### config.mk
export PLATFORM = sky130hd
export DESIGN_NAME = uart_hex_reply_tx
export DESIGN_NICKNAME = d
export VERILOG_FILES = /design/src/rtl/uart_hex_reply_tx.sv
export SDC_FILE = /design/constraint.sdc
export NUM_CORES = 1
export LEC_CHECK = 0
export ABC_AREA = 1
export CAP_MARGIN = 40
export CORE_MARGIN = 10
export CORE_UTILIZATION = 59
export DETAILED_ROUTE_END_ITERATION = 10
export GPL_TIMING_DRIVEN = 0
export HOLD_SLACK_MARGIN = 0.15
export PLACE_DENSITY = 0.89
export SLEW_MARGIN = 15
export SYNTH_ARGS = -nofsm -noshare
export SYNTH_HDL_FRONTEND = slang
export SYNTH_SLANG_ARGS = --single-unit
### constraint.sdc
create_clock -name CK_i -period 4.65 [get_ports CK_i]
set_input_delay 0.6975 -clock CK_i [delete_from_list [all_inputs] [get_ports CK_i]]
set_output_delay 0.6975 -clock CK_i [all_outputs]
set_load 0.01 [all_outputs]
### src/rtl/uart_hex_reply_tx.sv
// Serialises a captured data word as uppercase ASCII hex digits (MS nibble first),
// followed by CR LF, on a single 8N1 UART line. Each frame starts on acceptance of REQ_i.
module uart_hex_reply_tx #(
    parameter int unsigned C_F_CK    = 135_000_000,
    parameter int unsigned C_BAUD    = 112_500,
    parameter int unsigned C_NIBBLES = 4
) (
    input  logic                   CK_i,
    input  logic                   XARST_i,
    input  logic [4*C_NIBBLES-1:0] DATs_i,
    input  logic                   REQ_i,
    output logic                   ACK_o,
    output logic                   BUSY_o,
    output logic                   TXD_o,
    output logic                   DONE_o
);

    localparam int unsigned CBaudN  = C_F_CK / C_BAUD;
    localparam int unsigned DW      = 4 * C_NIBBLES;
    localparam logic [15:0] BitLast = 16'(CBaudN - 1);
    localparam logic [3:0]  ChrLast = 4'(C_NIBBLES + 1);

    typedef enum logic [1:0] {StIdle, StStart, StData, StStop} state_e;

    state_e          state_q, state_d;
    logic [15:0]     bit_cnt_q, bit_cnt_d;
    logic [2:0]      bit_idx_q, bit_idx_d;
    logic [3:0]      chr_idx_q, chr_idx_d;
    logic [DW-1:0]   data_q, data_d;
    logic [7:0]      sh_q, sh_d;
    logic            txd_q, txd_d;
    logic            ack_q, ack_d;
    logic            busy_q, busy_d;
    logic            done_q, done_d;

    // ASCII code of character idx of the reply for word w: hex digits, then CR, then LF.
    function automatic logic [7:0] char_of(input logic [DW-1:0] w, input logic [3:0] idx);
        logic [3:0] nib;
        logic [7:0] c;
        nib = 4'h0;
        for (int k = 0; k < int'(C_NIBBLES); k++) begin
            if (idx == 4'(k)) begin
                nib = w[4*(int'(C_NIBBLES)-1-k) +: 4];
            end
        end
        if (32'(idx) < C_NIBBLES) begin
            c = (nib < 4'd10) ? (8'h30 + {4'h0, nib}) : (8'h37 + {4'h0, nib});
        end else if (idx == 4'(C_NIBBLES)) begin
            c = 8'h0D;
        end else begin
            c = 8'h0A;
        end
        return c;
    endfunction

    // Next-state logic: bit timing, shift register and character sequencing.
    always_comb begin
        state_d   = state_q;
        bit_cnt_d = bit_cnt_q;
        bit_idx_d = bit_idx_q;
        chr_idx_d = chr_idx_q;
        data_d    = data_q;
        sh_d      = sh_q;
        txd_d     = txd_q;
        busy_d    = busy_q;
        ack_d     = 1'b0;
        done_d    = 1'b0;

        unique case (state_q)
            StIdle: begin
                txd_d = 1'b1;
                if (REQ_i) begin
                    data_d    = DATs_i;
                    sh_d      = char_of(DATs_i, 4'd0);
                    chr_idx_d = 4'd0;
                    bit_cnt_d = BitLast;
                    ack_d     = 1'b1;
                    busy_d    = 1'b1;
                    txd_d     = 1'b0;
                    state_d   = StStart;
                end
            end
            StStart: begin
                if (bit_cnt_q == 16'd0) begin
                    bit_cnt_d = BitLast;
                    bit_idx_d = 3'd0;
                    txd_d     = sh_q[0];
                    sh_d      = {1'b0, sh_q[7:1]};
                    state_d   = StData;
                end else begin
                    bit_cnt_d = bit_cnt_q - 16'd1;
                end
            end
            StData: begin
                if (bit_cnt_q == 16'd0) begin
                    bit_cnt_d = BitLast;
                    if (bit_idx_q == 3'd7) begin
                        txd_d   = 1'b1;
                        state_d = StStop;
                    end else begin
                        bit_idx_d = bit_idx_q + 3'd1;
                        txd_d     = sh_q[0];
                        sh_d      = {1'b0, sh_q[7:1]};
                    end
                end else begin
                    bit_cnt_d = bit_cnt_q - 16'd1;
                end
            end
            StStop: begin
                if (bit_cnt_q == 16'd0) begin
                    if (chr_idx_q == ChrLast) begin
                        busy_d  = 1'b0;
                        done_d  = 1'b1;
                        txd_d   = 1'b1;
                        state_d = StIdle;
                    end else begin
                        chr_idx_d = chr_idx_q + 4'd1;
                        sh_d      = char_of(data_q, chr_idx_q + 4'd1);
                        bit_cnt_d = BitLast;
                        txd_d     = 1'b0;
                        state_d   = StStart;
                    end
                end else begin
                    bit_cnt_d = bit_cnt_q - 16'd1;
                end
            end
            default: begin
                state_d = StIdle;
                txd_d   = 1'b1;
                busy_d  = 1'b0;
            end
        endcase
    end

    // State and registered outputs; reset forces the line idle-high at once.
    always_ff @(posedge CK_i or negedge XARST_i) begin
        if (!XARST_i) begin
            state_q   <= StIdle;
            bit_cnt_q <= 16'd0;
            bit_idx_q <= 3'd0;
            chr_idx_q <= 4'd0;
            data_q    <= '0;
            sh_q      <= 8'h00;
            txd_q     <= 1'b1;
            ack_q     <= 1'b0;
            busy_q    <= 1'b0;
            done_q    <= 1'b0;
        end else begin
            state_q   <= state_d;
            bit_cnt_q <= bit_cnt_d;
            bit_idx_q <= bit_idx_d;
            chr_idx_q <= chr_idx_d;
            data_q    <= data_d;
            sh_q      <= sh_d;
            txd_q     <= txd_d;
            ack_q     <= ack_d;
            busy_q    <= busy_d;
            done_q    <= done_d;
        end
    end

    assign ACK_o  = ack_q;
    assign BUSY_o = busy_q;
    assign TXD_o  = txd_q;
    assign DONE_o = done_q;

endmodule

# Word-level counts from Yosys, hierarchy flattened
# Cells that the tools add are included.
dict set report classes {
  addsub 7
  magnitude_cmp 3
  eq_ne 18
  mux 55
  n_reduce_logical 14
}
# cell n
set op_table {}
lappend op_table {{16-bit 2-to-1 mux} 4}
lappend op_table {{4-bit 2-to-1 mux} 12}
lappend op_table {{8-bit 2-to-1 mux} 6}
lappend op_table {{16-bit one-hot mux with 3 select lines} 1}
lappend op_table {{8-bit one-hot mux with 4 select lines} 1}
lappend op_table {{6-bit by 4-bit adder with 7-bit output, first input constant} 4}
lappend op_table {{7-bit 2-to-1 mux} 3}
lappend op_table {{16-bit logical NOT} 1}
lappend op_table {{2-bit inequality test, second input constant} 8}
lappend op_table {{16-bit by 1-bit subtractor with 16-bit output, second input constant} 1}
lappend op_table {{1-bit 2-to-1 mux} 14}
lappend op_table {{3-bit 2-to-1 mux} 4}
lappend op_table {{4-bit AND reduction} 3}
lappend op_table {{2-bit 2-to-1 mux} 5}
lappend op_table {{4-bit by 2-bit equality test with 1-bit output, second input constant} 2}
lappend op_table {{4-bit by 3-bit equality test with 1-bit output, second input constant} 2}
lappend op_table {{4-bit < comparator, second input constant} 2}
lappend op_table {{2-bit one-hot mux with 4 select lines} 1}
lappend op_table {{4-bit one-hot mux with 2 select lines} 1}
lappend op_table {{3-bit one-hot mux with 2 select lines} 1}
lappend op_table {{6-bit AND reduction} 1}
lappend op_table {{5-bit AND reduction} 1}
lappend op_table {{4-bit by 1-bit adder with 4-bit output, second input constant} 1}
lappend op_table {{2-bit equality test, second input constant} 2}
lappend op_table {{other kinds (14)} 16}
dict set report word_totals {
  ff_bits 53
  in_bits 19
  output_inout_bits 4
  wordCells 107
}

# Depth between registers and ports, before layout
# Gate-level depths: netlist of the first run.
dict set report logic_depth {
  depth_word 15
  mapped_depth 17
}

# Worst setup path before layout of the first run
# OpenSTA, ideal clock, no wires.
dict set report synth_path {
  path_type {flip-flop to flip-flop}
  start {reg chr_idx_q[0]}
  end {reg sh_q[2]}
  setup_time_ps 77
  arrival_time_ps 2173
  required_ps 4573
  slack_ps 2399
  stages_incl_launch_ff 16
  n_path_buf 0
  path_cell_list {dfrtp_1 -> ha_1 -> nor2_1 -> nor2_4 -> nor2_4 -> nand2_2 -> o21ai_1 -> inv_1 -> a21oi_2 -> ha_1 -> inv_1 -> nor2_1 -> nand3_1 -> nand2_1 -> nand2_1 -> a21oi_1}
}
dict set report synth_via {
  elab_chain_len 15
  elab_cells_between_ends 26
}
# element line
set synth_rtl {}
lappend synth_rtl {{from (decl)} 28} ;# logic [3:0] chr_idx_q, chr_idx_d;
lappend synth_rtl {{from (signal assigned)} 152} ;# chr_idx_q <= chr_idx_d;
lappend synth_rtl {{4-bit by 1-bit adder with 4-bit output} 118} ;# sh_d = char_of(data_q, chr_idx_q + 4'd1);
lappend synth_rtl {{4-bit logical NOT} 42} ;# if (idx == 4'(k)) begin
lappend synth_rtl {{4-bit 2-to-1 mux (4 in series)} 42}
lappend synth_rtl {{4-bit 2-to-1 mux} 111} ;# if (chr_idx_q == ChrLast) begin
lappend synth_rtl {{4-bit 2-to-1 mux} 110} ;# if (bit_cnt_q == 16'd0) begin
lappend synth_rtl {{4-bit 2-to-1 mux} 69} ;# unique case (state_q)
lappend synth_rtl {{6-bit by 4-bit adder with 7-bit output / 4-bit < comparator (equally long branches)} 47} ;# c = (nib < 4'd10) ? (8'h30 + {4'h0, nib}) : (8'h37 + {4'h0, nib});
lappend synth_rtl {{7-bit 2-to-1 mux} 47}
lappend synth_rtl {{7-bit 2-to-1 mux} 46} ;# if (32'(idx) < C_NIBBLES) begin
lappend synth_rtl {{8-bit 2-to-1 mux} 111}
lappend synth_rtl {{8-bit 2-to-1 mux} 110}
lappend synth_rtl {{8-bit one-hot mux with 4 select lines} 69}
lappend synth_rtl {{to (signal assigned)} 143} ;# sh_q <= 8'h00;
lappend synth_rtl {{to (signal assigned)} 154} ;# sh_q <= sh_d;
lappend synth_rtl {{to (decl)} 30} ;# logic [7:0] sh_q, sh_d;
# Several ways; a longest one is shown, not always the timed one. The select of a mux whose other input is x is not followed.
# A chain may end at the register's enable or synchronous reset.

# Worst setup path after layout of the first run
# Same ends and word-level chain as after synthesis.

==> impl_metrics.csv, run 1 <==
group,metric,value,unit
synthesis,synthCells,395,
drt,routedWlPerCell,13.41,um
placed_design,gp_congestion,0.8985,
finish,stdcell_area,3460,sq um
cts,cts-buffers-inserted,5,
critical_path,cp-start-kind,"flip-flop",
cts,cts_root_buf,"clkbuf_8",
global_routing,grt_use_total,16.54,%
synthesis,synth_ff_type,"dfrtp_1",
min_path,hold_path.class,"input port to asynchronous set/reset pin",
cts,path_clk_slew,0.09,ns
drt,firstDrtPassIters,4,
floorplanning,initial_core_util,60.42,%
floorplanning,fp.dieW,91.86,um
drt,drc_errors,0,
drt,antenna_left,0,
synthesis,synth-edff-count,0,
critical_path,slowest_delay,0.50,ns
drt,drtIter0Drc,173,
power,ir_drop,0.3738,mV
sta,worst_pin_slew,0.6098,ns
synthesis,synth_area,3047,sq um
global_routing,grt_pass1_wl,11820,um
synthesis,synthSimpleGateAreaFrac,27.89,%
synthesis,synth_xor_area_share,1.725,%
sta,tns,0,ns
synthesis,syn_nets,428,
sta,fin_crit_sh,56.78,%
critical_path,worstPathArrival,2.87,ns
synthesis,synth_area_per_cell,7.713,sq um
drt,vias_per_cell,5.397,
cts,cts_resized,0,
placed_design,hpwl,5143,um
floorplanning,core,5042,sq um
sta,skew,0.005174,ns
cts,insertion_delay,0.31,ns
outcome,status,"finished clean",
synthesis,synth_compound_area_share,14.25,%
critical_path,cp.buffers_inverters,2,
sta,slew_viol_final,0,
global_routing,grt_pass1_vias,2761,
placed_design,dpl_cell_area,3369,sq um
synthesis,synth.area.mux_share,0,%
placed_design,preCtsSetupSlack,2.026,ns
sta,hold_viol,0,
sta,rsz0062_at_grt,"false",
cts,clock_path_buffers,2,
floorplanning,boundaryPins,23,
sta,max_freq,378.7,MHz
critical_path,crit_fanout,8,
finish,area_growth,13.55,%
critical_path,end_kind,"flip-flop",
finish,fill_cells,412,
finish,instances_no_fill,496,
cts,ctsHoldBuffers,0,
sta,slew_headroom,58.92,%
cts,clock_sinks,52,
synthesis,yosys_warnings,0,
synthesis,synth_top_family_by_area,"simple AND/OR/NAND/NOR gates",
finish,antenna_cells,0,
global_routing,grt_overflow,0,
sta,fin_ws,2.010,ns
placed_design,placed_cells,488,
global_routing,grt_max_degree,30,
cts,htreeDepth,2,
finish,drive_gt1_share,8.685,%
power,report.power.total,2.063,mW
synthesis,synth-adder-area-share,5.749,%
drt,vias,2677,
cts,cts_setup_buffers,0,
drt,wl,6653,um
sta,finalSetupViolCount,0,
job,maxCapViolCount,0,
critical_path,r2r_slack,2.01,ns
power,powerDensity,596.4,nW/um^2
placed_design,portBuffers,22,
power,leakage,1.612,nW
floorplanning,design.die.area,8438,sq um
synthesis,async_flop_share,100.0,%
synthesis,ys_seq_elements,52,
global_routing,antenna_found_initial,0,
sta,whs,0.3704,ns
critical_path,crit_family,"simple AND/OR/NAND/NOR gates",
synthesis,yosys.cell_types.count,35,
critical_path,cp_slowest_cell,"dfrtp_1",
critical_path,cp.required,4.88,ns
floorplanning,row_count,26,
floorplanning,die_y,91.86,um
finish,fin_util,68.61,%
sta,period_minus_slack,2.640,ns
cts,cts_tree,"yes",
finish,nets,458,
critical_path,path_cells,"ha_1 -> nor2_1 -> nor2_4 -> nor2_4 -> nand2_2 -> o21ai_1 -> inv_1 -> a21oi_2 -> ha_1 -> inv_1 -> nor2_1 -> nand3_1 -> nand2_1 -> nand2_1 -> a21oi_1",
synthesis,ys_seq_area_share,42.75,%
critical_path,critPathKind,"flip-flop to flip-flop",
[final cells by class]
class	count	area, sq um	area share, %
tap	70	87.58	2.532
clock buffer	8	90.09	2.604
timing repair buffer	23	235.2	6.799
sequential	52	1303	37.65
multi-input combinational	281	1511	43.69
buffer	3	11.26	0.3255
inverter	59	221.5	6.401
[flip-flops by register name, indices dropped and copies added (netlist names)]
register and cells:
bit_cnt_q 16, data_q 16, ACK_o 1, chr_idx_q 4
BUSY_o 1, state_q 2, sh_q 7, TXD_o 1
DONE_o 1, bit_idx_q 3
[per-layer routing]
metal | GRT usage (%) | vias up | wire length [um]
li1 | - | 1349 | -
met2 | 29.88 | 61 | 3490
met5 | 0 | - | 0
met1 | 18.06 | 1257 | 2779
met4 | 6.941 | 0 | 99
met3 | 3.912 | 10 | 284
[kinds of logic after synthesis]
logic type | Yosys count
and+or+nand+nor | 187
DFF | 52
xor gates and xnor gates | 6
buffers and inverters | 62
adders and majority gates | 14
AOI/OAI and AO/OA | 74
[cells in the mapped netlist, types with 2 or more instances]
| library cell | instances | area (sq um) |
|---|---|---|
| o22ai_1 | 6 | 37.54 |
| nand2_1 | 89 | 334.1 |
| nor2_1 | 40 | 150.1 |
| a32o_1 | 2 | 20.02 |
| dfrtp_1 | 51 | 1276 |
| nand2_4 | 3 | 33.78 |
| o21ai_1 | 6 | 30.03 |
| inv_2 | 5 | 18.77 |
| nand2_2 | 8 | 50.05 |
| nand3_1 | 18 | 90.09 |
| nand3_2 | 3 | 30.03 |
| nor2_4 | 2 | 22.52 |
| ha_1 | 14 | 175.2 |
| clkbuf_1 | 3 | 11.26 |
| xor2_1 | 4 | 35.03 |
| nor3_1 | 10 | 50.05 |
| xnor2_1 | 2 | 17.52 |
| nand4_1 | 8 | 50.05 |
| inv_1 | 53 | 198.9 |
| or2_2 | 2 | 12.51 |
| a211oi_1 | 4 | 30.03 |
| a21oi_2 | 2 | 17.52 |
| nor2_2 | 2 | 12.51 |
| o21ai_0 | 30 | 150.1 |
| a21oi_1 | 18 | 90.09 |
[power by group]
part           internal (mW)  leakage [nW]  switching, mW
sequential             0.604         0.645         0.0962
combinational          0.397         0.922          0.703
clock                  0.122        0.0455          0.142
[placed cells by master, fill, tap and decap left out, types with 3 or more instances in the layout]
cell type	Yosys	final
a211oi_1	4	4
a21oi_1	18	18
clkbuf_1	3	5
clkbuf_8	0	6
clkdlybuf4s50_1	0	21
dfrtp_1	51	51
ha_1	14	14
inv_1	53	53
inv_2	5	5
nand2_1	89	89
nand2_2	8	8
nand2_4	3	3
nand3_1	18	18
nand3_2	3	3
nand4_1	8	8
nor2_1	40	40
nor3_1	10	10
o21ai_0	30	30
o21ai_1	6	6
o22ai_1	6	6
xor2_1	4	4
[worst paths after layout]
check | cells past startpoint | end | start
worst max-delay path | 15 | sh_q[2] | chr_idx_q[0]
worst min-delay path | 1 | bit_cnt_q[5] | XARST_i
worst max register to register | 15 | sh_q[2] | chr_idx_q[0]
worst min register to register | 2 | data_q[8] | data_q[8]
max in group asynchronous | 2 | sh_q[1] | XARST_i
min in group CK_i | 2 | data_q[8] | data_q[8]
No activity file was read; power rests on OpenSTA's default activity.
==> inputs of run 2 (changes only) <==
--- a/config.mk
+++ b/config.mk
@@ -8,11 +8,11 @@
 export ABC_AREA = 1
 export CAP_MARGIN = 40
 export CORE_MARGIN = 10
-export CORE_UTILIZATION = 59
+export CORE_UTILIZATION = 58
 export DETAILED_ROUTE_END_ITERATION = 10
 export GPL_TIMING_DRIVEN = 0
 export HOLD_SLACK_MARGIN = 0.15
-export PLACE_DENSITY = 0.89
+export PLACE_DENSITY = 0.88
 export SLEW_MARGIN = 15
 export SYNTH_ARGS = -nofsm -noshare
 export SYNTH_HDL_FRONTEND = slang
==> constraint.sdc (replaced) <==
create_clock -name CK_i -period 2.6 [get_ports CK_i]
set_input_delay 0.39 -clock CK_i [delete_from_list [all_inputs] [get_ports CK_i]]
set_output_delay 0.39 -clock CK_i [all_outputs]
set_load 0.01 [all_outputs]
==> run 2 against run 1 <==
Net effect:
- first-iteration DRC count increased by 1.2%
- clock power increased by 68%
- total power is 85% higher
- global-route usage down 0.15 points
- die area increased by 1.3%
- worst setup slack lost 1.9 ns
- maximum frequency up 7.6%
- design area up 2.1%
- sequential cell count is the same
- largest cell class unchanged
==> impl_metrics.csv, run 2 (synthesis gave the netlist of run 1 again) <==
group,metric,value,unit
finish,final_cell_mix,"89 x nand2_1, 53 x inv_1, 49 x dfrtp_1, 38 x nor2_1, 30 x o21ai_0",
finish,antenna_cells,0,
floorplanning,core,5107,sq um
finish,drive_gt1_share,11.34,%
drt,vias_per_cell,5.484,
cts,cts_tree,"yes",
finish,fin_util,69.16,%
drt,drtIter0Drc,175,
critical_path,crit_fanout,7,
sta,fin_ws,0.1463,ns
sta,worst_pin_slew,0.5836,ns
sta,finalSetupViolCount,0,
cts,insertion_delay,0.31,ns
critical_path,cp-start-kind,"flip-flop",
critical_path,critPathKind,"flip-flop to flip-flop",
power,switchingPower,1.766,mW
placed_design,preCtsSetupSlack,-0.01547,ns
critical_path,end_kind,"flip-flop",
placed_design,portBuffers,22,
power,clkPwrFrac,11.6,%
power,ir_drop,0.6853,mV
drt,vias,2753,
drt,drc_errors,0,
floorplanning,row_count,26,
job,maxCapViolCount,0,
drt,wl,6903,um
cts,cts_root_buf,"clkbuf_8",
placed_design,placed_cells,488,
drt,firstDrtPassIters,4,
power,comb_power_share,55.5,%
sta,max_freq,407.5,MHz
drt,antenna_left,0,
sta,fin_crit_sh,94.37,%
finish,nets,465,
drt,routedWlPerCell,13.75,um
global_routing,grt_overflow,0,
power,report.power.total,3.819,mW
finish,area_growth,15.93,%
floorplanning,boundaryPins,23,
power,p_seq_share,32.9,%
placed_design,gp_congestion,0.9035,
finish,final_common_cell,"nand2_1",
cts,clock_sinks,52,
cts,clock_path_buffers,2,
global_routing,grt_max_degree,32,
sta,period_minus_slack,2.454,ns
power,powerDensity,1081,nW/um^2
min_path,hold_path.class,"flip-flop to flip-flop",
sta,slew_viol_final,0,
critical_path,cp.required,2.84,ns
floorplanning,die_y,92.48,um
floorplanning,fp.dieW,92.48,um
finish,reg.largest.list,"bit_cnt_q: 16 flops, data_q: 16 flops, sh_q: 7 flops",
global_routing,antenna_found_initial,0,
sta,slew_headroom,60.68,%
floorplanning,design.die.area,8552,sq um
global_routing,grt_pass1_vias,2742,
cts,htreeDepth,2,
global_routing,grt_use_total,16.39,%
placed_design,hpwl,5068,um
power,internal-power,2.053,mW
floorplanning,initial_core_util,59.65,%
sta,hold_viol,0,
power,p_sw_share,46.23,%
finish,instances_no_fill,502,
cts,path_clk_slew,0.09,ns
power,leakage,1.641,nW
sta,skew,0.006162,ns
outcome,status,"finished clean",
critical_path,worstPathArrival,2.69,ns
cts,cts-buffers-inserted,5,
global_routing,grt_pass1_wl,11820,um
## run 2: cell count changes in the layout (fill, tap and decap cells not counted), sizes merged
cell	delta
buf	+6
dlygate4sd3	+1
clkbuf	-2
clkinv	+1
## run 2: final cells by class
cell class	count	area (sq um)
buffer	3	11.26
clock buffer	6	72.57
clock inverter	1	5.005
fill	415	1575
inverter	59	221.5
multi-input combinational	281	1539
sequential	52	1305
tap	70	87.58
timing repair buffer	30	290.3
## run 2: power by group through the flow
stage	logic (mW)	registers, mW	clock network [mW]
2_1_floorplan	1.51	1.23	0
3_3_place_gp	1.87	1.25	0
3_5_place_dp	1.95	1.27	0
4_1_cts	1.98	1.25	0.450
5_1_grt	2.41	1.29	0.473
6_report	2.12	1.26	0.443
## run 2: critical path: stages (launching register included)
cell      delay, ns
dfrtp_2        0.47
ha_4           0.20
nand2_1        0.06
clkinv_1       0.11
nor2_4         0.16
inv_2          0.09
nand3_2        0.09
inv_1          0.06
nand2_1        0.05
nand3_1        0.12
a21oi_4        0.19
ha_2           0.20
inv_1          0.05
nor2_2         0.16
nand3_1        0.10
nand2_1        0.08
nand2_1        0.05
a21oi_1        0.13
## run 2: stage by stage
step | cell area, sq um | setup TNS (ns) | hold slack (ns)
after global routing | 3532 | -0.04164 | 0.5246
after floorplan | 3047 | 0 | 0.09441
after detailed placement | 3369 | -0.01547 | 0.3882
final | 3532 | 0 | 0.4911
after global placement | 3354 | -16.64 | 0.4639
after CTS | 3461 | 0 | 0.4920
## run 2: final timing paths
| path | start | end | slack, ns | cells past startpoint |
|---|---|---|---|---|
| worst max-delay path | chr_idx_q[0] | sh_q[2] | 0.15 | 17 |
| min in group asynchronous | XARST_i | bit_cnt_q[5] | 0.58 | 2 |
| worst min register to register | data_q[3] | data_q[3] | 0.49 | 2 |
| worst min-delay path | data_q[3] | data_q[3] | 0.49 | 2 |
| max in group asynchronous | XARST_i | chr_idx_q[0] | 1.47 | 3 |
| worst max register to register | chr_idx_q[0] | sh_q[2] | 0.15 | 17 |
## run 2: metal layers
layer	track usage (%)	vias up	wire length [um]
met5	0	-	0
met4	5.141	0	144
met3	4.036	17	292
met2	29.18	67	3524
met1	18.87	1304	2941
li1	-	1365	-
## run 2: repair_timing
action                     in CTS  in global routing
resized for setup               2                  6
pin swaps                       0                  3
setup buffers                   0                  6
setup endpoints to repair       1                  3
hold buffers                    1                  0
hold endpoints to repair       20                  0
